$ cat config.mk
export PLATFORM = sky130hd
export DESIGN_NAME = accum_periph_arbiter_flat
export DESIGN_NICKNAME = d
export VERILOG_FILES = /design/src/rtl/accum_periph_arbiter_if.sv /design/src/rtl/accum_periph_arbiter.sv /design/src/flat_wrapper.sv
export SDC_FILE = /design/constraint.sdc
export NUM_CORES = 1
export LEC_CHECK = 0
export ABC_AREA = 1
export BUFFER_PORTS_ARGS = -buffer_cell sky130_fd_sc_hd__buf_2
export CORE_ASPECT_RATIO = 0.6
export CORE_UTILIZATION = 49
export DETAILED_ROUTE_END_ITERATION = 8
export MAX_ROUTING_LAYER = met4
export PLACE_DENSITY = 0.81
export SETUP_SLACK_MARGIN = 0.15
export SYNTH_ARGS = -nofsm -noshare
export SYNTH_HDL_FRONTEND = slang
export SYNTH_SLANG_ARGS = --single-unit
$ cat constraint.sdc
create_clock -name clk -period 2.51 [get_ports clk]
set_clock_uncertainty 0.2 [all_clocks]
set_input_delay 0.502 -clock clk [delete_from_list [all_inputs] [get_ports clk]]
set_output_delay 0.502 -clock clk [all_outputs]
set_load 0.01 [all_outputs]
$ cat src/rtl/accum_periph_arbiter_if.sv
// accum_periph_arbiter_if: requester and peripheral signals of the
// accumulator arbiter, bundled with arbiter/environment modports.
interface accum_periph_arbiter_if;
  logic        req0_valid;
  logic        req0_we;
  logic [1:0]  req0_addr;
  logic [31:0] req0_wdata;
  logic        req0_ready;
  logic        req1_valid;
  logic        req1_we;
  logic [1:0]  req1_addr;
  logic [31:0] req1_wdata;
  logic        req1_ready;
  logic        resp0_valid;
  logic [31:0] resp0_rdata;
  logic        resp0_err;
  logic        resp1_valid;
  logic [31:0] resp1_rdata;
  logic        resp1_err;
  logic        p_ce;
  logic        p_we;
  logic [1:0]  p_addr;
  logic [31:0] p_wdata;
  logic        p_stall;
  logic [31:0] p_rdata;
  logic        p_valid;

  modport slave (
    input  req0_valid, req0_we, req0_addr, req0_wdata,
    input  req1_valid, req1_we, req1_addr, req1_wdata,
    input  p_rdata, p_valid,
    output req0_ready, req1_ready,
    output resp0_valid, resp0_rdata, resp0_err,
    output resp1_valid, resp1_rdata, resp1_err,
    output p_ce, p_we, p_addr, p_wdata, p_stall
  );

  modport master (
    output req0_valid, req0_we, req0_addr, req0_wdata,
    output req1_valid, req1_we, req1_addr, req1_wdata,
    output p_rdata, p_valid,
    input  req0_ready, req1_ready,
    input  resp0_valid, resp0_rdata, resp0_err,
    input  resp1_valid, resp1_rdata, resp1_err,
    input  p_ce, p_we, p_addr, p_wdata, p_stall
  );
endinterface

$ cat src/rtl/accum_periph_arbiter.sv
// accum_periph_arbiter: round-robin arbiter that serialises two command
// ports onto the accumulator peripheral and returns one response each.
module accum_periph_arbiter #(
  parameter int unsigned TIMEOUT = 15
) (
  input  logic                  clk,
  input  logic                  reset,
  accum_periph_arbiter_if.slave bus
);
  localparam logic [0:0] S_IDLE   = 1'b0;
  localparam logic [0:0] S_ACTIVE = 1'b1;
  localparam logic [7:0] TO_LAST  = 8'(TIMEOUT - 1);

  logic [0:0]  state_q, state_d;
  logic        last_gnt_q;
  logic        owner_q;
  logic        we_q;
  logic [1:0]  addr_q;
  logic [31:0] wdata_q;
  logic [7:0]  cnt_q;
  logic [7:0]  cnt_inc;
  logic        r0_valid_q, r1_valid_q;
  logic        r0_err_q, r1_err_q;
  logic [31:0] r0_rdata_q, r1_rdata_q;

  logic        idle, active;
  logic        gnt0, gnt1;
  logic        commit, abort;
  logic        sel_we;
  logic [1:0]  sel_addr;
  logic [31:0] sel_wdata;

  assign idle    = (state_q == S_IDLE) && !reset;
  assign active  = (state_q == S_ACTIVE) && !reset;
  assign cnt_inc = cnt_q + 8'd1;
  assign commit  = active && bus.p_valid;
  assign abort   = active && !bus.p_valid && (cnt_inc == TO_LAST);

  // Arbitration: on a tie, grant the port that did not win last time
  always_comb begin
    gnt0 = 1'b0;
    gnt1 = 1'b0;
    if (idle) begin
      if (bus.req0_valid && bus.req1_valid) begin
        gnt0 = last_gnt_q;
        gnt1 = !last_gnt_q;
      end else begin
        gnt0 = bus.req0_valid;
        gnt1 = bus.req1_valid;
      end
    end
  end

  // Payload of the winning port, latched on the handshake edge
  always_comb begin
    sel_we    = gnt1 ? bus.req1_we    : bus.req0_we;
    sel_addr  = gnt1 ? bus.req1_addr  : bus.req0_addr;
    sel_wdata = gnt1 ? bus.req1_wdata : bus.req0_wdata;
  end

  // Next state: enter ACTIVE on a grant, leave on commit or abort
  always_comb begin
    state_d = state_q;
    if (idle && (gnt0 || gnt1)) state_d = S_ACTIVE;
    if (commit || abort)        state_d = S_IDLE;
  end

  // Command latch, timeout counter and registered responses
  always_ff @(posedge clk) begin
    if (reset) begin
      state_q    <= S_IDLE;
      last_gnt_q <= 1'b1;
      owner_q    <= 1'b0;
      we_q       <= 1'b0;
      addr_q     <= 2'b00;
      wdata_q    <= '0;
      cnt_q      <= '0;
      r0_valid_q <= 1'b0;
      r1_valid_q <= 1'b0;
      r0_err_q   <= 1'b0;
      r1_err_q   <= 1'b0;
      r0_rdata_q <= '0;
      r1_rdata_q <= '0;
    end else begin
      state_q    <= state_d;
      r0_valid_q <= 1'b0;
      r1_valid_q <= 1'b0;
      if (gnt0 || gnt1) begin
        owner_q    <= gnt1;
        last_gnt_q <= gnt1;
        we_q       <= sel_we;
        addr_q     <= sel_addr;
        wdata_q    <= sel_wdata;
        cnt_q      <= '0;
      end
      if (active && !bus.p_valid && !abort) cnt_q <= cnt_inc;
      if (commit || abort) begin
        if (owner_q) begin
          r1_valid_q <= 1'b1;
          r1_rdata_q <= abort ? 32'd0 : bus.p_rdata;
          r1_err_q   <= abort;
        end else begin
          r0_valid_q <= 1'b1;
          r0_rdata_q <= abort ? 32'd0 : bus.p_rdata;
          r0_err_q   <= abort;
        end
      end
    end
  end

  assign bus.req0_ready  = gnt0;
  assign bus.req1_ready  = gnt1;
  assign bus.resp0_valid = r0_valid_q;
  assign bus.resp0_rdata = r0_rdata_q;
  assign bus.resp0_err   = r0_err_q;
  assign bus.resp1_valid = r1_valid_q;
  assign bus.resp1_rdata = r1_rdata_q;
  assign bus.resp1_err   = r1_err_q;
  assign bus.p_ce        = active;
  assign bus.p_we        = active && we_q;
  assign bus.p_addr      = active ? addr_q : 2'b00;
  assign bus.p_wdata     = active ? wdata_q : 32'd0;
  assign bus.p_stall     = !(active && bus.p_valid);
endmodule

$ cat src/flat_wrapper.sv
// flat-port wrapper written by rule: the top's interface ports become plain ports
module accum_periph_arbiter_flat 
#(
  parameter int unsigned TIMEOUT = 15
)
  (clk, reset, bus_req0_valid, bus_req0_we, bus_req0_addr, bus_req0_wdata, bus_req1_valid, bus_req1_we, bus_req1_addr, bus_req1_wdata, bus_p_rdata, bus_p_valid, bus_req0_ready, bus_req1_ready, bus_resp0_valid, bus_resp0_rdata, bus_resp0_err, bus_resp1_valid, bus_resp1_rdata, bus_resp1_err, bus_p_ce, bus_p_we, bus_p_addr, bus_p_wdata, bus_p_stall);
  accum_periph_arbiter_if bus_i ();
  input  logic clk;
  input  logic reset;
  input wire logic [$bits(bus_i.req0_valid)-1:0] bus_req0_valid;
  input wire logic [$bits(bus_i.req0_we)-1:0] bus_req0_we;
  input wire logic [$bits(bus_i.req0_addr)-1:0] bus_req0_addr;
  input wire logic [$bits(bus_i.req0_wdata)-1:0] bus_req0_wdata;
  input wire logic [$bits(bus_i.req1_valid)-1:0] bus_req1_valid;
  input wire logic [$bits(bus_i.req1_we)-1:0] bus_req1_we;
  input wire logic [$bits(bus_i.req1_addr)-1:0] bus_req1_addr;
  input wire logic [$bits(bus_i.req1_wdata)-1:0] bus_req1_wdata;
  input wire logic [$bits(bus_i.p_rdata)-1:0] bus_p_rdata;
  input wire logic [$bits(bus_i.p_valid)-1:0] bus_p_valid;
  output wire logic [$bits(bus_i.req0_ready)-1:0] bus_req0_ready;
  output wire logic [$bits(bus_i.req1_ready)-1:0] bus_req1_ready;
  output wire logic [$bits(bus_i.resp0_valid)-1:0] bus_resp0_valid;
  output wire logic [$bits(bus_i.resp0_rdata)-1:0] bus_resp0_rdata;
  output wire logic [$bits(bus_i.resp0_err)-1:0] bus_resp0_err;
  output wire logic [$bits(bus_i.resp1_valid)-1:0] bus_resp1_valid;
  output wire logic [$bits(bus_i.resp1_rdata)-1:0] bus_resp1_rdata;
  output wire logic [$bits(bus_i.resp1_err)-1:0] bus_resp1_err;
  output wire logic [$bits(bus_i.p_ce)-1:0] bus_p_ce;
  output wire logic [$bits(bus_i.p_we)-1:0] bus_p_we;
  output wire logic [$bits(bus_i.p_addr)-1:0] bus_p_addr;
  output wire logic [$bits(bus_i.p_wdata)-1:0] bus_p_wdata;
  output wire logic [$bits(bus_i.p_stall)-1:0] bus_p_stall;
  assign bus_i.req0_valid = bus_req0_valid;
  assign bus_i.req0_we = bus_req0_we;
  assign bus_i.req0_addr = bus_req0_addr;
  assign bus_i.req0_wdata = bus_req0_wdata;
  assign bus_i.req1_valid = bus_req1_valid;
  assign bus_i.req1_we = bus_req1_we;
  assign bus_i.req1_addr = bus_req1_addr;
  assign bus_i.req1_wdata = bus_req1_wdata;
  assign bus_i.p_rdata = bus_p_rdata;
  assign bus_i.p_valid = bus_p_valid;
  assign bus_req0_ready = bus_i.req0_ready;
  assign bus_req1_ready = bus_i.req1_ready;
  assign bus_resp0_valid = bus_i.resp0_valid;
  assign bus_resp0_rdata = bus_i.resp0_rdata;
  assign bus_resp0_err = bus_i.resp0_err;
  assign bus_resp1_valid = bus_i.resp1_valid;
  assign bus_resp1_rdata = bus_i.resp1_rdata;
  assign bus_resp1_err = bus_i.resp1_err;
  assign bus_p_ce = bus_i.p_ce;
  assign bus_p_we = bus_i.p_we;
  assign bus_p_addr = bus_i.p_addr;
  assign bus_p_wdata = bus_i.p_wdata;
  assign bus_p_stall = bus_i.p_stall;
  accum_periph_arbiter #(.TIMEOUT(TIMEOUT)) u_core (.clk(clk), .reset(reset), .bus(bus_i));
endmodule
==> results.cfg <==
[outcome]
outcome = complete, no violations

[critical_path]
cp_max_fo = 11
setup.worst_path.class = reg2out
cp-start-kind = flip-flop
r2r-start = u_core.cnt_q[0]
required_ns = 1.81
crit_arrival_ns = 1.51
end_kind = output port
timing.rr.end = u_core.bus.resp0_rdata[15]
r2r_slack_ns = 0.32
reg2reg_depth = 13

[sta]
finalCritPeriodShare = 0.8815
relSlewSlack = 0.6819
whs_ns = 0.1874
setup_tns_ns = 0
slew_violations = 0
hold_violations = 0
setup_viol = 0
worst_slew_pin_slew_ns = 0.4771
fin_crit_ns = 2.212
fmax_ghz = 0.4520
worst_slack_ns = 0.2975
rsz0062_at_grt = no

[routing]
wl_per_cell_um = 11.71
antenna_left = 0
drc = 0
drtPass1Iterations = 4
drt_iter0_drc = 344
via_per_inst = 4.639
totalWireLength_um = 14390
num_vias = 5701

[die]
io_pins = 214
die_h_um = 83.44
num_rows = 29
die_w_um = 137.7
start_util = 0.5077
fp.dieArea_sq_um = 11490
core_sq_um = 10670

[synth]
synth_area_leaders = dfxtp_1 (42%), nand2_1 (20%), nor2_1 (12%)
synth_area_per_cell_sq_um = 6.204
ys_ff_latch = 114
synth_common_cells = nand2_1 (289), nor2_1 (172), inv_1 (133)
netlist.area_leader.share = 0.4213
ys.flop_type = dfxtp_1
yosysSeqAreaShare = 0.4213
synth-edff-count = 0
synthesis.nets = 982
syn-cell-area_sq_um = 5416
yosysMostFrequentCell = nand2_1
syn-instance-count = 873
yosysUniqueCellTypes = 28
yosys_warnings = 0
yosysTopAreaCell = dfxtp_1
async_reset_ff_frac = 0

[placed_design]
gp_congestion = 0.8892
hpwl_um = 10030
io_buffer_count = 213
placed_area_sq_um = 6586
place_ws_ns = 0.2976

[pwr]
ir_drop_v = 0.0005234
power.density_nw_per_um2 = 715.4
leakagePower_nw = 4.173

[layout]
area_growth_syn_to_layout_pct = 34.14
drive_gt1_frac = 0.2550
final_area_sq_um = 7266
n_fill_cell = 932
fin_nets = 1186
n_antenna_cell = 0

[grt]
grt_pass1_wl_um = 23360
grt_pass1_vias = 5087
antenna_found_initial = 0
track_usage = 0.2642
grt_max_degree = 104
gr-total-overflow = 0

[clock_network]
clkTransAtPathRegs_ns = 0.06
clock-sinks = 114
cts_buffers = 17
root_buffer = clkbuf_16
insertion_delay_ns = 0.40
cts_hold_buf = 0
cts-htree-levels = 4
clockBufferDepth = 2
tritoncts = yes

[worst_hold_path]
min_delay_path_depth = 5
hold_class = in2reg
worstHoldStart = bus_req1_wdata[2]
min_to = u_core.wdata_q[2]

[flow_run]
cap_violations = 0
## placed cells by master (no fill, tap or decap), types with 2 or more instances in the layout
master,Yosys,final
nor2_4,2,2
inv_6,0,3
buf_2,10,213
nand2_4,3,4
o21ai_0,2,2
clkbuf_16,0,17
o211ai_1,4,4
a21oi_1,9,9
clkinvlp_4,0,2
nor2_2,0,2
clkinv_4,0,4
inv_1,133,133
buf_12,0,2
nand2_1,289,288
buf_6,2,2
dfxtp_1,114,112
nand3_1,84,84
bufinv_16,0,5
nor2_1,172,170
nand4_1,3,3
nand2_2,2,2
buf_4,3,11
clkinv_2,2,4
dfxtp_2,0,2
## cell type report
cell class	count	area, sq um	area share
inverter	138	521.8	0.07181
timing repair buffer	228	1211	0.1667
clock inverter	15	231.5	0.03186
multi-input combinational	578	2417	0.3327
clock buffer	17	425.4	0.05855
tap	139	173.9	0.02394
sequential	114	2285	0.3144
## sequential cells by signal, indices dropped and copies added (netlist names)
name                    count
u_core.state_q              1
u_core.bus.resp1_rdata     32
u_core.bus.resp0_err        1
u_core.we_q                 1
u_core.cnt_q                8
u_core.addr_q               2
u_core.bus.resp1_valid      1
u_core.wdata_q             32
u_core.bus.resp0_valid      1
u_core.bus.resp1_err        1
u_core.owner_q              1
u_core.last_gnt_q           1
u_core.bus.resp0_rdata     32
## metal layers
metal	wire [um]	track usage
met2	6220	0.3933
met1	6980	0.3548
met4	150	0.06719
met5	0	-
met3	1039	0.06899
## logic make-up after synthesis
family / after synthesis / synth area share
compound gates: 17 / 0.01802
fa+ha+maj: 2 / 0.004619
buf+inv: 181 / 0.1351
flops: 114 / 0.4213
simple gates: 559 / 0.4209
## timing repair
action                                 in CTS  in global routing
setup endpoints to repair                   0                 73
gates resized for setup                     0                  8
setup buffers                               0                  0
endpoints found under the hold margin       0                  0
## power breakdown
part | internal [mW] | switching [mW] | total, mW
registers | 1.90 | 0.0485 | 1.95
logic | 0.233 | 0.356 | 0.589
clock network | 1.77 | 0.886 | 2.66
total | 3.91 | 1.29 | 5.20
## critical path, cell delays in order (launching register included)
cell and delay (ns):
dfxtp_1 0.32, nor2_1 0.22, nand3_1 0.16, inv_2 0.23
buf_2 0.18
## through the flow
step                      utilization  std cells  power, mW
after floorplan                     -        873      2.341
after global placement         0.6174       1197      2.564
after detailed placement       0.6174       1197      2.573
after CTS                      0.6790       1229      5.226
after global routing           0.6811       1229      5.406
final                          0.6811       1229      5.198
## worst max path at each step
| stage | startpoint | to | cells after the start |
|---|---|---|---|
| global placement | u_core.cnt_q[0] | u_core.cnt_q[0] | 10 |
| detailed placement | u_core.cnt_q[0] | u_core.bus.resp1_rdata[27] | 12 |
| floorplan | reset | u_core.bus.resp1_rdata[11] | 10 |
| finish | u_core.state_q | bus_req1_ready | 4 |
| CTS | u_core.cnt_q[0] | u_core.cnt_q[7] | 11 |
| global route | u_core.state_q | bus_req1_ready | 4 |
No activity file was read; power rests on OpenSTA's default activity.
